$ cat config.mk
export PLATFORM = sky130hd
export DESIGN_NAME = mmio_port_bank
export DESIGN_NICKNAME = d
export VERILOG_FILES = /design/src/rtl/mmio_pkg.sv /design/src/rtl/mmio_in_sync.sv /design/src/rtl/mmio_port_bank.sv
export SDC_FILE = /design/constraint.sdc
export NUM_CORES = 1
export LEC_CHECK = 0
export ABC_AREA = 1
export CAP_MARGIN = 20
export CORE_UTILIZATION = 42
export DETAILED_ROUTE_END_ITERATION = 8
export GPL_TIMING_DRIVEN = 0
export PLACE_DENSITY = 0.71
export SLEW_MARGIN = 20
export SYNTH_ARGS = -nofsm -noshare
export SYNTH_HDL_FRONTEND = slang
export SYNTH_SLANG_ARGS = --single-unit
$ cat constraint.sdc
create_clock -name clock -period 1.8 [get_ports clock]
set_input_delay 0.18 -clock clock [delete_from_list [all_inputs] [get_ports clock]]
set_output_delay 0.18 -clock clock [all_outputs]
set_load 0.05 [all_outputs]
$ cat src/rtl/mmio_pkg.sv
// Shared types for the memory-mapped port bank: register classes, page size
// and the input-settle state machine encoding.
package mmio_pkg;

    localparam int MMIO_PAGE_BITS = 8;

    typedef enum logic [3:0] {
        CLS_DATA = 4'd0,
        CLS_SET  = 4'd1,
        CLS_CLR  = 4'd2,
        CLS_TGL  = 4'd3,
        CLS_CHG  = 4'd4,
        CLS_ORB  = 4'd5,
        CLS_MASK = 4'd6
    } mmioClass_t;

    typedef enum logic [1:0] {
        ST_RESET  = 2'd0,
        ST_SETTLE = 2'd1,
        ST_RUN    = 2'd2
    } mmioSettle_t;

    // Settle runs for counts 0..SETTLE_LAST, long enough to flush the synchroniser.
    localparam logic [1:0] SETTLE_LAST = 2'd2;

endpackage

$ cat src/rtl/mmio_in_sync.sv
// One input port: 3-flop synchroniser plus edge-change detect.
// data is the second stage; change compares stages 2 and 3 and is forced low until en.
module mmio_in_sync
    import mmio_pkg::*;
#(
    parameter int WIDTH = 16
) (
    input  logic             clock,
    input  logic             reset_L,
    input  logic             en,
    input  logic [WIDTH-1:0] din,
    output logic [WIDTH-1:0] data,
    output logic [WIDTH-1:0] change
);

    logic [WIDTH-1:0] s1, s2, s3;

    always_ff @(posedge clock) begin
        if (!reset_L) begin
            s1 <= '0;
            s2 <= '0;
            s3 <= '0;
        end else begin
            s1 <= din;
            s2 <= s1;
            s3 <= s2;
        end
    end

    assign data   = s2;
    assign change = en ? (s2 ^ s3) : '0;

endmodule

$ cat src/rtl/mmio_port_bank.sv
// Memory-mapped bank of NUM_PORTS input/output ports on one 256-byte page.
// Define MMIO_IRQ_EN to add per-port MASK registers (class 6) and a registered irq.
module mmio_port_bank
    import mmio_pkg::*;
#(
    parameter int          WIDTH     = 16,
    parameter int          NUM_PORTS = 4,
    parameter logic [15:0] BASE_ADDR = 16'h2000
) (
    input  logic                       clock,
    input  logic                       reset_L,
    input  logic [15:0]                memAddr,
    input  logic [15:0]                dataIn,
    input  logic                       re_L,
    input  logic                       we_L,
    input  logic [NUM_PORTS*WIDTH-1:0] portIn,
    output logic [NUM_PORTS*WIDTH-1:0] portOut,
    output logic [15:0]                rdData,
    output logic                       drive_L,
    output logic                       irq
);

    logic [NUM_PORTS-1:0][WIDTH-1:0] out_q, chg_q, sync_data, sync_chg;
    logic [NUM_PORTS-1:0]            sel;
    logic [WIDTH-1:0]                wdata, rd_word;
    logic [3:0]                      idx;
    logic                            page_hit, cls_ok, rd_hit, run;
    mmioClass_t                      cls;
    mmioSettle_t                     state_q, state_d;
    logic [1:0]                      cnt_q, cnt_d;

    assign wdata = dataIn[WIDTH-1:0];

    always_comb begin
        cls      = mmioClass_t'(memAddr[7:4]);
        idx      = memAddr[3:0];
        page_hit = memAddr[15:MMIO_PAGE_BITS] == BASE_ADDR[15:MMIO_PAGE_BITS];
        case (cls)
            CLS_DATA, CLS_SET, CLS_CLR, CLS_TGL, CLS_CHG, CLS_ORB: cls_ok = 1'b1;
`ifdef MMIO_IRQ_EN
            CLS_MASK: cls_ok = 1'b1;
`endif
            default: cls_ok = 1'b0;
        endcase
        // An index beyond NUM_PORTS selects nothing, which makes it a miss.
        sel = '0;
        for (int i = 0; i < NUM_PORTS; i++)
            sel[i] = page_hit && cls_ok && (idx == 4'(i));
        rd_hit = !re_L && (|sel);
    end

`ifdef MMIO_IRQ_EN
    logic [NUM_PORTS-1:0][WIDTH-1:0] mask_q;
    logic                            irq_q;
`endif

    always_comb begin
        rd_word = '0;
        for (int i = 0; i < NUM_PORTS; i++) begin
            if (sel[i]) begin
                case (cls)
                    CLS_DATA: rd_word = sync_data[i];
                    CLS_CHG:  rd_word = chg_q[i];
                    CLS_ORB:  rd_word = out_q[i];
`ifdef MMIO_IRQ_EN
                    CLS_MASK: rd_word = mask_q[i];
`endif
                    default:  rd_word = '0;
                endcase
            end
        end
        rdData  = rd_hit ? 16'(rd_word) : 16'h0000;
        drive_L = !rd_hit;
    end

    always_ff @(posedge clock) begin
        if (!reset_L) begin
            state_q <= ST_SETTLE;
            cnt_q   <= 2'd0;
        end else begin
            state_q <= state_d;
            cnt_q   <= cnt_d;
        end
    end

    always_comb begin
        state_d = state_q;
        cnt_d   = cnt_q;
        case (state_q)
            ST_RESET: begin
                state_d = ST_SETTLE;
                cnt_d   = 2'd0;
            end
            ST_SETTLE: begin
                if (cnt_q == SETTLE_LAST) begin
                    state_d = ST_RUN;
                    cnt_d   = 2'd0;
                end else begin
                    cnt_d = cnt_q + 2'd1;
                end
            end
            ST_RUN:  state_d = ST_RUN;
            default: state_d = ST_SETTLE;
        endcase
    end

    assign run = state_q == ST_RUN;

    for (genvar g = 0; g < NUM_PORTS; g++) begin : g_port
        mmio_in_sync #(.WIDTH(WIDTH)) u_sync (
            .clock  (clock),
            .reset_L(reset_L),
            .en     (run),
            .din    (portIn[g*WIDTH +: WIDTH]),
            .data   (sync_data[g]),
            .change (sync_chg[g])
        );
    end

    always_ff @(posedge clock) begin
        if (!reset_L) begin
            out_q <= '0;
            chg_q <= '0;
        end else begin
            for (int i = 0; i < NUM_PORTS; i++) begin
                // Read-to-clear keeps any change arriving in the clearing cycle.
                if (!re_L && sel[i] && cls == CLS_CHG)
                    chg_q[i] <= sync_chg[i];
                else
                    chg_q[i] <= chg_q[i] | sync_chg[i];
                if (!we_L && sel[i]) begin
                    case (cls)
                        CLS_DATA: out_q[i] <= wdata;
                        CLS_SET:  out_q[i] <= out_q[i] | wdata;
                        CLS_CLR:  out_q[i] <= out_q[i] & ~wdata;
                        CLS_TGL:  out_q[i] <= out_q[i] ^ wdata;
                        default:  out_q[i] <= out_q[i];
                    endcase
                end
            end
        end
    end

    assign portOut = out_q;

`ifdef MMIO_IRQ_EN
    always_ff @(posedge clock) begin
        if (!reset_L) begin
            mask_q <= '0;
            irq_q  <= 1'b0;
        end else begin
            irq_q <= |(chg_q & mask_q);
            for (int i = 0; i < NUM_PORTS; i++)
                if (!we_L && sel[i] && cls == CLS_MASK)
                    mask_q[i] <= wdata;
        end
    end

    assign irq = irq_q;
`else
    assign irq = 1'b0;
`endif

endmodule

# Yosys cells after proc, flatten, opt, wreduce, memory -nomap -nowiden
# Cells that the tools add are included.
# totals
reg_bits,324
input_bits,100
output_inout_bits,82
elab_cells,115
# classes
addsub,1
eq_ne,13
mux,26
bitwise,21
reduce_logical,32
# ops
op,count
16-bit one-hot mux with 4 select lines,4
16-bit two-way mux,13
16-bit one-hot mux with 3 select lines,4
16-bit bitwise OR,8
16-bit XOR,8
16-bit AND,4
1-bit logical AND,18
"4-bit by 2-bit == test with 1-bit output, second input constant",4
16-bit NOT,1
"4-bit by 1-bit == test with 1-bit output, second input constant",2
"4-bit by 3-bit == test with 1-bit output, second input constant",2
"8-bit by 6-bit == test with 1-bit output, second input constant",1
4-bit zero test,2
2-bit one-hot mux with 2 select lines,2
2-bit AND reduction,4
6-bit OR reduction,1
"2-bit == test, second input constant",2
2-bit two-way mux,2
4-bit nonzero test,1
4-bit OR reduction,1
1-bit zero test,3
"2-bit by 1-bit adder with 2-bit output, second input constant",1
"2-bit by 1-bit == test with 1-bit output, second input constant",1
2-bit zero test,1
other kinds (3),3

# Longest topological paths before layout
# depth
ltp_word,10
ltp_mapped,10
depth_no_buf,8

# By module
# A second synthesis with hierarchy kept.
# unflattened
cells_unflattened,2440
area_unflattened_um2,16823.6
# by_module_without_submodules
module,n_inst,cells_each,area_per_inst_um2,seq_area_each_um2
mmio_port_bank,1,1580,10352.4,2642.5
mmio_in_sync,4,215,1617.8,960.9

# Least setup slack after synthesis
# OpenSTA, ideal clock, no wires.
# synth_path
kind,input port to output port
from,input memAddr[3]
to,output rdData[10]
arrival_time_ns,2.354
required_time_ns,1.620
setup_slack_ns,-0.734
cell_stages,8
n_path_buf,1
cell_sequence,nor2_1 inv_1 nor2_1 nand3_1 nor2_2 buf_2 nand2_1 a21oi_1
# synth_between
elab_chain_cells,7
elab_cells_between_ends,15
cone_classes,eq/ne: 3; mux: 5; reduce/logical: 7
# synth_rtl
element,line_no,source
"start, declared",mmio_port_bank.sv:12,"input logic [15:0] memAddr,"
4-bit zero test,mmio_port_bank.sv:48,sel[i] = page_hit && cls_ok && (idx == 4'(i));
1-bit logical AND,mmio_port_bank.sv:48,
16-bit two-way mux (4 in a row),mmio_port_bank.sv:60,if (sel[i]) begin
16-bit two-way mux *,mmio_port_bank.sv:72,rdData = rd_hit ? 16'(rd_word) : 16'h0000;
"end, declared",mmio_port_bank.sv:18,"output logic [15:0] rdData,"
# Every way passes the cells marked *; elsewhere a longest branch is shown, timed or not.

# Final worst setup path
# layout_path
from,register out_q (netlist bit portOut[30])
to,output rdData[14]
# layout_between
elab_chain_cells,5
# layout_rtl
element,line_no,source
"start, declared",mmio_port_bank.sv:23,"logic [NUM_PORTS-1:0][WIDTH-1:0] out_q, chg_q, sync_data, sync_chg;"
"start signal, assigned by index",mmio_port_bank.sv:133,CLS_DATA: out_q[i] <= wdata;
"start signal, assigned by index",mmio_port_bank.sv:134,CLS_SET: out_q[i] <= out_q[i] | wdata;
"start signal, assigned by index",mmio_port_bank.sv:135,CLS_CLR: out_q[i] <= out_q[i] & ~wdata;
16-bit one-hot mux with 3 select lines,mmio_port_bank.sv:61,case (cls)
16-bit two-way mux (3 in a row),mmio_port_bank.sv:60,
16-bit two-way mux,mmio_port_bank.sv:72,
# No other way between the ends.

==> impl_metrics.env <==
export IMPL_drv_slew=0
export IMPL_hold_viol_final=0
export IMPL_yosysTopAreaCell="dfxtp_1"
export IMPL_critPathKind="reg -> out"
export IMPL_cts_tree="built"
export IMPL_layout_drive_gt1_share_pct=16.49
export IMPL_holdCritPathClass="in -> reg"
export IMPL_routed_wl_microns=58230
export IMPL_path_max_fanout=4
export IMPL_cpPeakStageDelay_ps=370
export IMPL_arrival_ps=1740
export IMPL_netlist_instances=2311
export IMPL_syn_nets=2542
export IMPL_dpl_hpwl_microns=43350
export IMPL_grt_pass1_wl_microns=87950
export IMPL_worst_pin_slew_ps=961.6
export IMPL_portBuffers=176
export IMPL_crit_required_ps=1620
export IMPL_finalCriticalPeriod_ps=1923
export IMPL_p_leak_nw=10.96
export IMPL_routedWlPerCell_microns=18.67
export IMPL_rows=72
export IMPL_clkSlewWorstSetupHoldPaths_ps=60
export IMPL_p_per_area_nw_per_um2=815.1
export IMPL_synth_avg_cell_area_sq_um=7.151
export IMPL_worstSetupStartpointType="flop"
export IMPL_final_nets=2806
export IMPL_cts_made_buffers=35
export IMPL_fin_tns_setup_ps=-1199
export IMPL_status="finished with violations"
export IMPL_die_area_sq_um=40150
export IMPL_cp_cell_sequence="nand3_2 > nand2_1 > inv_1 > nand2_1 > nand3_2 > a21oi_4 > buf_6"
export IMPL_grt_overflow=0
export IMPL_regToRegEndpoint="chg_q[9]"
export IMPL_skew_ps=17.16
export IMPL_area_growth_pct=31.59
export IMPL_ff2ff_path_depth=5
export IMPL_grt_pass1_vias=15200
export IMPL_antenna_found_initial=0
export IMPL_cts_max_level=2
export IMPL_initial_utilization_pct=42.66
export IMPL_fillCellCount=3610
export IMPL_vdd_drop_max_mv=0.5164
export IMPL_synthTopCellsByArea="dfxtp_1, nand2_1, ha_1, nand3_1, inv_1"
export IMPL_clk_latency_ps=530
export IMPL_gp_congestion=0.9555
export IMPL_final_common_cell="nand2_1"
export IMPL_worst_r2r_setup_slack_ps=270
export IMPL_core_area_sq_um=38740
export IMPL_final_antenna_net_count=0
export IMPL_antenna_cells=0
export IMPL_syn_cell_area_sq_um=16530
export IMPL_drtIter0Drc=1484
export IMPL_crit_path_end="rdData[14]"
export IMPL_crit_slowest_cell="dfxtp_4"
export IMPL_yosysWarnings=0
export IMPL_cp_num_buf_inv=2
export IMPL_io_pins=182
export IMPL_die_w_microns=200.4
export IMPL_place_area_sq_um=19140
export IMPL_timing_hold_ws_ps=164.4
export IMPL_crit_family="flip-flops"
export IMPL_multi_input_area_sq_um=8875
export IMPL_root_buffer="clkbuf_16"
export IMPL_fin_ws_ps=-123.4
export IMPL_dp_slack_ps=-1721
export IMPL_cts_sinks=324
export IMPL_rr_startpoint="state_q[0]"
export IMPL_track_usage_pct=28.49
export IMPL_cap_violations=0
export IMPL_fmax_mhz=519.9
export IMPL_die_h_microns=200.4
export IMPL_yosysUniqueCellTypes=26
export IMPL_route_detailed_drc=0
export IMPL_worst_setup_path_end_kind="output pin"
export IMPL_ys_ff_latch=324
export IMPL_yosysSeqAreaShare_pct=39.25
export IMPL_grt_max_degree=16
export IMPL_cts_max_path_buffers=3
export IMPL_period_share_pct=106.9
export IMPL_final_cell_mix="nand2_1, inv_1, dfxtp_1"
export IMPL_seqCellArea_sq_um=6714
export IMPL_yosysTopAreaCellShare_pct=39.25
export IMPL_vias=16040
export IMPL_via_per_inst=5.143
export IMPL_violations="setup timing"
export IMPL_rsz0062_at_grt="yes"
export IMPL_setup_violations_final=15
export IMPL_cp_depth=7
export IMPL_drt_pass1_iter_count=6
export IMPL_final_area_sq_um=21750
export IMPL_slew_headroom_pct=35.54
export IMPL_cp_startpoint="portOut[30]"
-- power breakdown --
group	total (mW)	internal, mW	switching (mW)
logic	1.89	0.697	1.19
clock network	8.33	5.23	3.09
registers	7.51	7.36	0.150
-- per-stage QoR --
step / cells / utilization, % / total power, mW
6_report: 3119 / 56.14 / 17.73
5_1_grt: 3119 / 56.14 / 18.33
4_1_cts: 3103 / 55.39 / 17.74
3_5_place_dp: 3005 / 49.41 / 9.415
3_3_place_gp: 3005 / 49.40 / 9.356
2_1_floorplan: 2311 / - / 8.712
-- Yosys cell counts (all sizes together) --
library cell,count
o22ai,1
clkbuf,78
a211oi,1
conb,1
nand3b,57
a21oi,101
nor2,151
ha,131
nand3,259
nand4,96
buf,59
nor3,6
xor2,64
dfxtp,324
o21ai,1
inv,331
nand2,650
-- cell families after synthesis --
family / count (synthesis) / share of synthesized area, %
flip-flops: 324 / 39.25
XOR/XNOR: 64 / 3.392
adder cells (fa/ha/maj): 131 / 9.917
AO/OA/AOI/OAI: 104 / 3.195
buffers and inverters: 468 / 11.05
AND/OR/NAND/NOR: 1219 / 33.17
other: 1 / 0.02269
-- per-layer routing --
layer  part of all wire [%]  up-vias  wire length, microns  global-route usage, %
li1                       -     7763                     -                      -
met4                    4.8        0                  2783                  13.11
met5                      0        -                     0                      0
met1                     42     7394                 24530                  36.32
met2                     45      717                 26400                  46.94
met3                    7.7      167                  4504                  4.897
-- state kept, by name, indices dropped and copies added, names as in the netlist --
register            count
state_q                 2
g_port.u_sync.data     64
g_port.u_sync.s3       64
portOut                64
g_port.u_sync.s1       64
chg_q                  64
cnt_q                   2
-- final cells by class --
class | count | area share [%]
Multi-Input combinational cell | 1519 | 40.81
Tap cell | 518 | 2.980
Inverter | 331 | 5.747
Timing Repair Buffer | 228 | 9.688
Sequential cell | 324 | 30.87
Clock inverter | 21 | 1.749
Clock buffer | 42 | 4.378
Buffer | 136 | 3.780
-- tightest hold or removal path, stage by stage --
cell             delay (ps)
clkdlybuf4s50_1         390
nand2_1                  60
inv_1                    30
-- worst min path at each step --
stage | from | slack [ps] | endpoint | cells after the start
finish | portIn[36] | 160 | g_port[2].u_sync.s1[4] | 3
global route | portIn[35] | 170 | g_port[2].u_sync.s1[3] | 3
CTS | portIn[36] | 150 | g_port[2].u_sync.s1[4] | 3
detailed placement | g_port[0].u_sync.s1[15] | 400 | g_port[0].u_sync.data[15] | 2
global placement | g_port[2].u_sync.s1[4] | 400 | g_port[2].u_sync.data[4] | 2
floorplan | portIn[0] | 280 | g_port[0].u_sync.s1[0] | 2
-- timing repair --
| item | in CTS | in global routing |
|---|---|---|
| gates resized for setup | 488 | 72 |
| pin swaps | 68 | 36 |
| setup endpoints to repair | 191 | 17 |
| hold buffers | 0 | 0 |
| gates cloned | 2 | 1 |
| setup buffers | 34 | 15 |
Note: power is estimated with default switching activity, not from simulation.
